[config.mk]
export PLATFORM = sky130hd
export DESIGN_NAME = vending_machine_gen
export DESIGN_NICKNAME = d
export VERILOG_FILES = /design/src/rtl/vending_machine_gen.sv
export SDC_FILE = /design/constraint.sdc
export NUM_CORES = 1
export LEC_CHECK = 0
export CELL_PAD_IN_SITES_DETAIL_PLACEMENT = 0
export CELL_PAD_IN_SITES_GLOBAL_PLACEMENT = 1
export CORE_UTILIZATION = 36
export CTS_CLUSTER_DIAMETER = 60
export DETAILED_ROUTE_END_ITERATION = 7
export HOLD_SLACK_MARGIN = 0.03
export PLACE_DENSITY = 0.88
export SLEW_MARGIN = 20
export SYNTH_ARGS = -nofsm -noshare
export SYNTH_HDL_FRONTEND = slang
export SYNTH_SLANG_ARGS = --single-unit
[constraint.sdc]
create_clock -name clk_i -period 2.6 [get_ports clk_i]
set_clock_uncertainty 0.15 [all_clocks]
set_input_delay 0.26 -clock clk_i [delete_from_list [all_inputs] [get_ports clk_i]]
set_output_delay 0.26 -clock clk_i [all_outputs]
set_load 0.03 [all_outputs]
[src/rtl/vending_machine_gen.sv]
// Vending machine controller: accumulates nickel/dime/quarter credit,
// offers one item through a valid/ready handshake once the price is
// reached, then returns any excess (or a full refund on cancel) as a
// single-cycle change strobe. Every output comes straight from a register.
module vending_machine_gen #(
    parameter int PRICE    = 4,
    parameter int CREDIT_W = 5
) (
    input  logic                clk_i,
    input  logic                rst_ni,
    input  logic                nickel_i,
    input  logic                dime_i,
    input  logic                quarter_i,
    input  logic                cancel_i,
    input  logic                soda_ready_i,
    output logic                soda_valid_o,
    output logic                change_valid_o,
    output logic [CREDIT_W-1:0] change_o,
    output logic [CREDIT_W-1:0] credit_o,
    output logic                coin_reject_o,
    output logic                coin_err_o
);

    typedef enum logic [1:0] {
        IDLE    = 2'd0,
        COLLECT = 2'd1,
        VEND    = 2'd2,
        CHANGE  = 2'd3
    } state_e;

    localparam logic [CREDIT_W-1:0] PriceC = CREDIT_W'(PRICE);

    state_e              state_q, state_d;
    logic [CREDIT_W-1:0] credit_q, credit_d;
    logic [CREDIT_W-1:0] change_q, change_d;
    logic                sodaValid_q, sodaValid_d;
    logic                changeValid_q, changeValid_d;
    logic                coinReject_q, coinReject_d;
    logic                coinErr_q, coinErr_d;

    logic [1:0]          coinCount;
    logic                coinAny;
    logic                coinMulti;
    logic [CREDIT_W-1:0] coinValue;
    logic [CREDIT_W-1:0] sumCredit;
    logic [CREDIT_W-1:0] excess;

    // Decode the coin strobes: how many are high and what a single coin is worth.
    always_comb begin
        coinCount = {1'b0, nickel_i} + {1'b0, dime_i} + {1'b0, quarter_i};
        coinAny   = (coinCount != 2'd0);
        coinMulti = (coinCount > 2'd1);
        coinValue = '0;
        if (nickel_i) begin
            coinValue = CREDIT_W'(1);
        end else if (dime_i) begin
            coinValue = CREDIT_W'(2);
        end else if (quarter_i) begin
            coinValue = CREDIT_W'(5);
        end
        sumCredit = credit_q + coinValue;
        excess    = credit_q - PriceC;
    end

    // Next-state and next-output logic; a multi-hot coin is always flagged and returned.
    always_comb begin
        state_d       = state_q;
        credit_d      = credit_q;
        change_d      = '0;
        changeValid_d = 1'b0;
        sodaValid_d   = 1'b0;
        coinErr_d     = coinMulti;
        coinReject_d  = coinMulti;

        unique case (state_q)
            IDLE, COLLECT: begin
                if ((state_q == COLLECT) && cancel_i) begin
                    state_d       = CHANGE;
                    changeValid_d = 1'b1;
                    change_d      = credit_q;
                    coinReject_d  = coinAny;
                end else if (coinAny && !coinMulti) begin
                    credit_d = sumCredit;
                    if (sumCredit >= PriceC) begin
                        state_d     = VEND;
                        sodaValid_d = 1'b1;
                    end else begin
                        state_d = COLLECT;
                    end
                end
            end
            VEND: begin
                sodaValid_d  = 1'b1;
                coinReject_d = coinAny;
                if (sodaValid_q && soda_ready_i) begin
                    sodaValid_d = 1'b0;
                    if (excess != '0) begin
                        state_d       = CHANGE;
                        changeValid_d = 1'b1;
                        change_d      = excess;
                    end else begin
                        state_d  = IDLE;
                        credit_d = '0;
                    end
                end
            end
            CHANGE: begin
                coinReject_d = coinAny;
                state_d      = IDLE;
                credit_d     = '0;
            end
            default: begin
                state_d  = IDLE;
                credit_d = '0;
            end
        endcase
    end

    // State and output registers with synchronous active-low reset.
    always_ff @(posedge clk_i) begin
        if (!rst_ni) begin
            state_q       <= IDLE;
            credit_q      <= '0;
            change_q      <= '0;
            sodaValid_q   <= 1'b0;
            changeValid_q <= 1'b0;
            coinReject_q  <= 1'b0;
            coinErr_q     <= 1'b0;
        end else begin
            state_q       <= state_d;
            credit_q      <= credit_d;
            change_q      <= change_d;
            sodaValid_q   <= sodaValid_d;
            changeValid_q <= changeValid_d;
            coinReject_q  <= coinReject_d;
            coinErr_q     <= coinErr_d;
        end
    end

    assign soda_valid_o   = sodaValid_q;
    assign change_valid_o = changeValid_q;
    assign change_o       = change_q;
    assign credit_o       = credit_q;
    assign coin_reject_o  = coinReject_q;
    assign coin_err_o     = coinErr_q;

endmodule

After elaboration in Yosys (flattened, before gate mapping)

Cells that the tools add are included.

Muxes and demuxes: 29
Add/subtract/negate cells: 4
Equality and inequality tests: 8
Reduce and logical (&&, ||, !) cells: 11
$lt $le $gt $ge: 2

Operators by type and width:

| kind                | count |
|---|---|
| $mux 5              | 7 |
| $pmux 5 s3          | 1 |
| $mux 2              | 5 |
| $pmux 5 s2          | 1 |
| $mux 3              | 3 |
| $mux 1              | 8 |
| $ne 2x2->1 const B  | 4 |
| $pmux 1 s2          | 3 |
| $pmux 2 s3          | 1 |
| $add 5x5->5         | 1 |
| $ge 5x3->1 const B  | 1 |
| $reduce_bool 5->1   | 1 |
| $sub 5x3->5 const B | 1 |
| $eq 2x2->1 const B  | 2 |
| $reduce_and 4->1    | 1 |
| $reduce_or 2->1     | 2 |
| $logic_and 1x1->1   | 3 |
| $ne 3x3->1 const B  | 1 |
| $add 1x1->2         | 1 |
| $add 2x1->2         | 1 |
| $eq 2x1->1 const B  | 1 |
| $gt 2x1->1 const B  | 1 |
| $logic_not 2->1     | 1 |
| $reduce_and 2->1    | 1 |
| other kinds (2)     | 2 |

Bits in registers: 16
Bits of input ports: 7
Logic and storage cells: 61
Output and inout port bits: 14

Longest topological paths before layout

Gate-level depths: netlist (run 1).

Depth in word-level cells: 9
Mapped depth: 9
Gate-level depth less buffers: 9

Worst setup path after synthesis (run 1)

OpenSTA, ideal clock, no wires.

Path type: flip-flop to flip-flop
Start point: register credit_q[0] (netlist: credit_o[0])
End point: register state_q[0]
Path buffers: 0
Path slack: 0.105 ns
Clock period less this slack: 2.495 ns
Stages on the path, launching flop included: 8
Arrival: 2.242 ns
Library setup time: 0.103 ns
Data required time: 2.347 ns
Cells stage by stage: dfxtp_1 -> ha_1 -> inv_1 -> fa_1 -> xnor2_1 -> or3_1 -> a32o_2 -> a2111oi_2

Cells in the longest elaborated chain, start to end: 6
Elaborated cells on any way between the ends: 10
Classes of those cells: 2 x add/sub; 1 x order compare; 6 x mux; 1 x reduce/logical

Ends and longest elaborated chain:

| item                   | line | text |
|---|---|---|
| start, declared        | 34   | `logic [CREDIT_W-1:0] credit_q, credit_d;` |
| start signal, assigned | 131  | `credit_q <= credit_d;` |
| $add 5x5->5            | 61   | `sumCredit = credit_q + coinValue;` |
| $ge 5x3->1             | 84   | `if (sumCredit >= PriceC) begin` |
| $mux 2                 | 84   |  |
| $mux 2                 | 82   | `end else if (coinAny && !coinMulti) begin` |
| $mux 2                 | 77   | `if ((state_q == COLLECT) && cancel_i) begin` |
| $pmux 2 s3 (*)         | 75   | `unique case (state_q)` |
| end signal, assigned   | 130  | `state_q <= state_d;` |
| end, declared          | 33   | `state_e state_q, state_d;` |

Mark *: on every way between the ends. The rest lies on a longest branch, timed or not. The select of a mux whose other input is x is not followed.
A chain may end at the register's enable or synchronous reset.

Worst setup path after layout (run 1)

Same ends and word-level chain as after synthesis.

==> results of run 1 <==
cells in the final DEF (no fill, tap or decap), drive strengths merged, types with 3 or more instances in the layout:
cell and instances:
clkdlybuf4s50 17, dfxtp 16, a21oi 10, buf 10
nor2 8, o21ai 7, inv 6, nand2 6
nand2b 6, ha 5, and2 4, clkbuf 4
or3 3, dlymetal6s2s 3, a21o 3
flip-flops by register name, indices dropped and copies added (netlist names):
register and cells:
change_o 5, change_valid_o 1, coin_err_o 1, coin_reject_o 1
credit_o 5, soda_valid_o 1, state_q 2
worst max path at each step:
stage	startpoint	endpoint	slack (ns)	depth (start not counted)
after floorplan	credit_o[0]$_SDFFE_PN0P_	state_q[0]$_SDFFE_PN0P_	0.10	7
after detailed placement	dime_i	state_q[0]$_SDFFE_PN0P_	-0.31	10
after CTS	dime_i	state_q[0]$_SDFFE_PN0P_	0.01	10
after global routing	credit_o[0]$_SDFFE_PN0P_	state_q[0]$_SDFFE_PN0P_	0.12	7
after global placement	dime_i	state_q[0]$_SDFFE_PN0P_	-0.24	10
final	credit_o[0]$_SDFFE_PN0P_	state_q[0]$_SDFFE_PN0P_	0.20	7
cells by family (layout without fill, tap and decap cells):
family,after synthesis,in the layout,synth area share [%]
DFF,16,16,34.50
xor gates and xnor gates,2,2,1.887
and+or+nand+nor,38,38,24.26
muxes,1,1,1.213
buffers and inverters,8,40,4.851
AOI/OAI and AO/OA,31,31,22.24
adders and majority gates,7,7,11.05
layout make-up:
| type | count | area (um2) |
|---|---|---|
| Clock buffer | 4 | 36.28 |
| Multi-Input combinational cell | 79 | 595.6 |
| Inverter | 6 | 22.52 |
| Tap cell | 30 | 37.54 |
| Sequential cell | 16 | 320.3 |
| Fill cell | 236 | 1160 |
| Timing Repair Buffer | 30 | 282.8 |
what timing repair did:
action / 4_1_cts / 5_1_grt
setup buffers: 0 / 1
endpoints found under the setup margin: 0 / 1
resized for setup: 0 / 8
metrics by stage:
stage               utilization [%]  instances  worst slack [ns]  instance area [um2]
floorplan                         -        103            0.1047                928.4
global placement              49.34        160           -0.2366                 1211
detailed placement            49.34        160           -0.3135                 1211
CTS                           50.82        164           0.01196                 1247
global route                  52.75        165            0.1232                 1295
finish                        52.75        165            0.1979                 1295
cells in the mapped netlist (3+ instances only):
cell type	count
and2_1	3
nand2b_1	6
or3_1	3
o21ai_0	7
dfxtp_1	16
inv_1	6
a21oi_1	10
nor2_1	8
nand2_1	6
ha_1	5
worst reg2reg max path, delay by kind of cell, from the launching register on:
kind	cells	cell delay, ns
compound gates	2	0.62
xor+xnor	1	0.15
fa+ha+maj	2	0.59
buf+inv	1	0.06
flops	1	0.35
simple gates	1	0.40
layer usage:
metal / track usage [%] / vias up
met5: 0 / -
met4: 6.579 / 0
met3: 4.928 / 4
met2: 29.32 / 21
met1: 19.90 / 401
li1: - / 432
power by group through the flow:
stage / clock [mW] / combinational [mW] / sequential [mW]
detailed placement: 0 / 0.176 / 0.279
finish: 0.165 / 0.190 / 0.274
CTS: 0.175 / 0.178 / 0.274
global route: 0.184 / 0.206 / 0.278
floorplan: 0 / 0.0952 / 0.294
global placement: 0 / 0.175 / 0.279
==> results.json, run 1 <==
{
  "outcome": "complete, no violations",
  "grt_util_all_layers_pct": 17.15,
  "quantity_of_hold_fixing_buffers_added_after_cts": 0,
  "fp.dieArea_mm2": 0.002786,
  "final_min_period_over_clock_period_pct": 92.39,
  "ys.flop_type": "dfxtp_1",
  "master_cell_of_the_clock_root_buffer": "clkbuf_4",
  "p_total_mw": 0.6291,
  "maxSlewViolCount": 0,
  "netlist_area_um2": 928.4,
  "crit_path_top_delay_cell": "fa_2",
  "switching_share_pct": 31.20,
  "clkTransAtPathRegs_ns": 0.10,
  "static-leakage-power_nw": 0.5510,
  "final-hold-violation-count": 0,
  "share_clk_of_total_power_pct": 26.3,
  "worst_ir_drop_vdd_mv": 0.5489,
  "cts.sink_count": 16,
  "diode_count": 0,
  "ios": 21,
  "rr_endpoint": "state_q[0]$_SDFFE_PN0P_",
  "post_synth_num_cell_types": 36,
  "hpwl_mm": 1.583,
  "met2_wirelength_mm": 1.054,
  "numCtsBuffers": 3,
  "r2r_setup_slack_ns": 0.20,
  "crit_chain": "ha_2 > inv_1 > fa_2 > xnor2_2 > or3_1 > a32o_2 > a2111oi_4",
  "pin_count_of_the_biggest_net_entering_global_routing": 10,
  "dieHeight_um": 52.78,
  "p_sw_mw": 0.1963,
  "finalSetupViolations": 0,
  "wl_met1_um": 928,
  "ys_seq_elements": 16,
  "final_layout_size_suffix_gt1_share_pct": 20.00,
  "worstHoldPathType": "in -> reg",
  "critical_path_class": "reg -> reg",
  "drc": 0,
  "finalWorstPathRequiredPeriod_ns": 2.402,
  "arrival_ns": 2.46,
  "timing.fmax_mhz": 416.3,
  "cp_max_fo": 3,
  "critical_path_buf_inv_count": 1,
  "ys_seq_area_share_pct": 34.50,
  "reg2regPathDepth": 7,
  "pint_mw": 0.4328,
  "reg2reg_from": "credit_o[0]$_SDFFE_PN0P_",
  "timing.critical_path.slowest_cell_delay_ns": 0.42,
  "worstSetupStartpointType": "register",
  "timing.max_cap.violations": 0,
  "design.core.area_mm2": 0.002455,
  "port-buffer-count": 20,
  "effective_utilization_at_floorplan_pct": 37.82,
  "wl_met3_um": 98,
  "worstHoldStart": "nickel_i",
  "top_layer_used": "met4",
  "route.final.wire_length_mm": 2.097,
  "grt_pass1_wl_mm": 3.408,
  "power_frac_comb_pct": 30.2,
  "clk-insertion-delay-late_ns": 0.29,
  "synthesis.nets": 117,
  "hold_path_depth": 5,
  "synth_largest_area_cell": "dfxtp_1",
  "rsz0062_at_grt": "no",
  "dr.pass1.iters": 4,
  "power_density_mw_per_mm2": 485.8,
  "postRouteAntennaNets": 0,
  "synth.top_cell.area_share_pct": 34.50,
  "globalRouteOverflowTotal": 0,
  "synth.top_cells.by_area": "dfxtp_1, ha_1, a21oi_1, fa_1, nand2b_1",
  "fin_tns_setup_ns": 0,
  "synth-edff-count": 0,
  "drtIter0Drc": 7,
  "fin_worst_hold_slack_ns": 0.4083,
  "timing.hold.worst_endpoint": "credit_o[0]$_SDFFE_PN0P_",
  "p_seq_share_pct": 43.5,
  "area_growth_pct": 39.49,
  "async_reset_ff_share_pct": 0,
  "fp.dieW_um": 52.78,
  "ys_warn_count": 0,
  "tritoncts": "yes",
  "syn_avg_cell_area_um2": 9.013,
  "cts.path.max_buffers": 2,
  "number_of_global_route_vias_before_repair": 771,
  "critical_path_end_type": "register",
  "total_vias_in_the_final_route": 858,
  "routabilityCongestion": 0.8343,
  "timing.slew.headroom_pct": 66.09,
  "layout.nets": 150,
  "worstMarginPinSlew_ns": 0.5062,
  "grt_antenna_before_repair": 0,
  "critical-path-top-delay-family": "compound AO/OA/AOI/OAI gates",
  "post_drt_wl_per_cell_um": 12.71,
  "cp.required_ns": 2.66,
  "avgViaCountPerCell": 5.200,
  "rows": 18,
  "cts_htree_levels": 1,
  "synthCells": 103
}
No activity file was read; power rests on OpenSTA's default activity.
==> run 2, diff against run 1 <==
--- a/config.mk
+++ b/config.mk
@@ -8,7 +8,7 @@
 export CELL_PAD_IN_SITES_DETAIL_PLACEMENT = 0
 export CELL_PAD_IN_SITES_GLOBAL_PLACEMENT = 1
 export CORE_UTILIZATION = 36
-export CTS_CLUSTER_DIAMETER = 60
+export CTS_CLUSTER_DIAMETER = 200
 export DETAILED_ROUTE_END_ITERATION = 7
 export HOLD_SLACK_MARGIN = 0.03
 export PLACE_DENSITY = 0.88
==> constraint.sdc (replaced) <==
create_clock -name clk_i -period 2.4 [get_ports clk_i]
set_clock_uncertainty 0.15 [all_clocks]
set_input_delay 0.24 -clock clk_i [delete_from_list [all_inputs] [get_ports clk_i]]
set_output_delay 0.24 -clock clk_i [all_outputs]
set_load 0.03 [all_outputs]
==> run 2 against run 1 <==
Effect of this change: flip-flop and latch count unchanged; final area about the same; critical path depth up 3; core utilization up 0.051 points; register-to-register slack worse by 0.06 ns; sequential share of layout area up 0.17 points; clock power up 11%; critical path type is now in -> reg; critical endpoint unchanged; largest power group unchanged.
==> results.json, run 2 (synthesized netlist as in run 1, its figures left out) <==
{
  "worst_slack_ns": 0.07775,
  "timing.slew.headroom_pct": 76.74,
  "design.core.area_mm2": 0.002455,
  "cts.path.max_buffers": 2,
  "timing.max_cap.violations": 0,
  "finalWorstPathRequiredPeriod_ns": 2.322,
  "effective_utilization_at_floorplan_pct": 37.82,
  "layout.nets": 153,
  "route.final.wire_length_mm": 2.143,
  "avgViaCountPerCell": 5.143,
  "crit_chain": "dlygate4sd2_1 > nand2b_4 > nand2b_1 > ha_2 > inv_1 > fa_2 > xnor2_2 > or3_1 > a32o_2 > a2111oi_2",
  "grt_pass1_wl_mm": 3.650,
  "master_cell_of_the_clock_root_buffer": "clkbuf_4",
  "reg2regPathDepth": 7,
  "total_vias_in_the_final_route": 864,
  "grt_util_all_layers_pct": 18.25,
  "fp.dieW_um": 52.78,
  "dpl_worst_slack_ns": -0.4824,
  "timing.fmax_mhz": 430.6,
  "worstHoldStart": "credit_o[2]$_SDFFE_PN0P_",
  "timing.hold.worst_endpoint": "credit_o[2]$_SDFFE_PN0P_",
  "worst_ir_drop_vdd_mv": 0.5681,
  "crit_path_top_delay_cell": "or3_1",
  "grt_antenna_before_repair": 0,
  "number_of_global_route_vias_before_repair": 888,
  "drc": 0,
  "power_density_mw_per_mm2": 530.0,
  "arrival_ns": 2.37,
  "reg2reg_from": "credit_o[0]$_SDFFE_PN0P_",
  "routabilityCongestion": 0.8150,
  "static-leakage-power_nw": 0.5412,
  "p_total_mw": 0.6870,
  "critical_path_end_type": "register",
  "cp_max_fo": 2,
  "utilization_pct": 52.80,
  "rsz0062_at_grt": "no",
  "maxSlewViolCount": 0,
  "r2r_setup_slack_ns": 0.14,
  "mostFrequentLayoutCells": "clkdlybuf4s50_1, dfxtp_1, buf_4",
  "numCtsBuffers": 3,
  "port-buffer-count": 20,
  "diode_count": 0,
  "worstSetupStartpointType": "primary input",
  "clk-insertion-delay-late_ns": 0.29,
  "ios": 21,
  "worstMarginPinSlew_ns": 0.3483,
  "clkTransAtPathRegs_ns": 0.10,
  "fp.dieArea_mm2": 0.002786,
  "timing.critical_path.slowest_cell_delay_ns": 0.40,
  "post_drt_wl_per_cell_um": 12.76,
  "final_min_period_over_clock_period_pct": 96.76,
  "fin_worst_hold_slack_ns": 0.4285,
  "dr.pass1.iters": 4,
  "postRouteAntennaNets": 0,
  "final_layout_size_suffix_gt1_share_pct": 23.19,
  "pin_count_of_the_biggest_net_entering_global_routing": 10,
  "critical_path_class": "in -> reg",
  "finalSetupViolations": 0,
  "rr_endpoint": "state_q[0]$_SDFFE_PN0P_",
  "final-hold-violation-count": 0,
  "area_growth_pct": 39.62,
  "outcome": "complete, no violations",
  "cts_htree_levels": 1,
  "cp.required_ns": 2.45,
  "worstHoldPathType": "reg -> reg",
  "globalRouteOverflowTotal": 0,
  "fin_tns_setup_ns": 0,
  "tritoncts": "yes",
  "hold_path_depth": 2,
  "rows": 18,
  "hpwl_mm": 1.686,
  "layout.cells.most_common": "clkdlybuf4s50_1",
  "drtIter0Drc": 12,
  "cts.sink_count": 16,
  "dieHeight_um": 52.78
}
## run 2: cell count changes in the layout (fill, tap and decap cells not counted), sizes merged
cell,previous run,this run
buf,10,13
dlygate4sd2,0,3
dlymetal6s2s,3,0
## run 2: layout make-up
type                    count  area, um2
flip-flops and latches     16      322.8
inverters                   6      22.52
multi-input cells          79      583.1
well taps                  30      37.54
fillers                   237       1159
repair buffers             33      294.0
clock buffers               4      36.28
## run 2: per-stage QoR
| stage | cells | cell area [um2] |
|---|---|---|
| 3_5_place_dp | 163 | 1236 |
| 4_1_cts | 168 | 1296 |
| 2_1_floorplan | 103 | 930.9 |
| 6_report | 168 | 1296 |
| 5_1_grt | 168 | 1296 |
| 3_3_place_gp | 163 | 1236 |
## run 2: worst max path at each step
stage | start | to | slack (ns) | depth (start not counted)
after floorplan | credit_o[0]$_SDFFE_PN0P_ | state_q[0]$_SDFFE_PN0P_ | 0.04 | 7
after global placement | dime_i | state_q[0]$_SDFFE_PN0P_ | -0.41 | 10
after detailed placement | dime_i | state_q[0]$_SDFFE_PN0P_ | -0.48 | 10
after CTS | dime_i | state_q[0]$_SDFFE_PN0P_ | 0.02 | 10
after global routing | dime_i | state_q[0]$_SDFFE_PN0P_ | 0.03 | 10
final | dime_i | state_q[0]$_SDFFE_PN0P_ | 0.08 | 10
## run 2: where the power goes
group / switching [mW] / internal [mW]
clock: 0.0907 / 0.0925
combinational: 0.106 / 0.0995
sequential: 0.0161 / 0.282
total: 0.213 / 0.474
## run 2: worst max-delay path: cells and delay by family
kind                     cells  cell delay [ns]
buffers and inverters        2             0.30
AO/OA/AOI/OAI                2             0.55
XOR/XNOR                     1             0.15
adder cells (fa/ha/maj)      2             0.53
AND/OR/NAND/NOR              3             0.61
## run 2: metal layers
metal | track usage (%) | vias to the layer above | wire length [um]
li1 | - | 438 | -
met1 | 20.49 | 397 | 951
met2 | 31.86 | 23 | 1078
met3 | 5.797 | 6 | 83
met4 | 6.579 | 0 | 29
met5 | 0 | - | 0
## run 2: timing repair
action                                  4_1_cts  5_1_grt
endpoints found under the setup margin        3        2
hold buffers                                  0        0
hold endpoints to repair                      0        0
pin swaps                                     4        1
gates resized for setup                       7        0
setup buffers                                 1        0
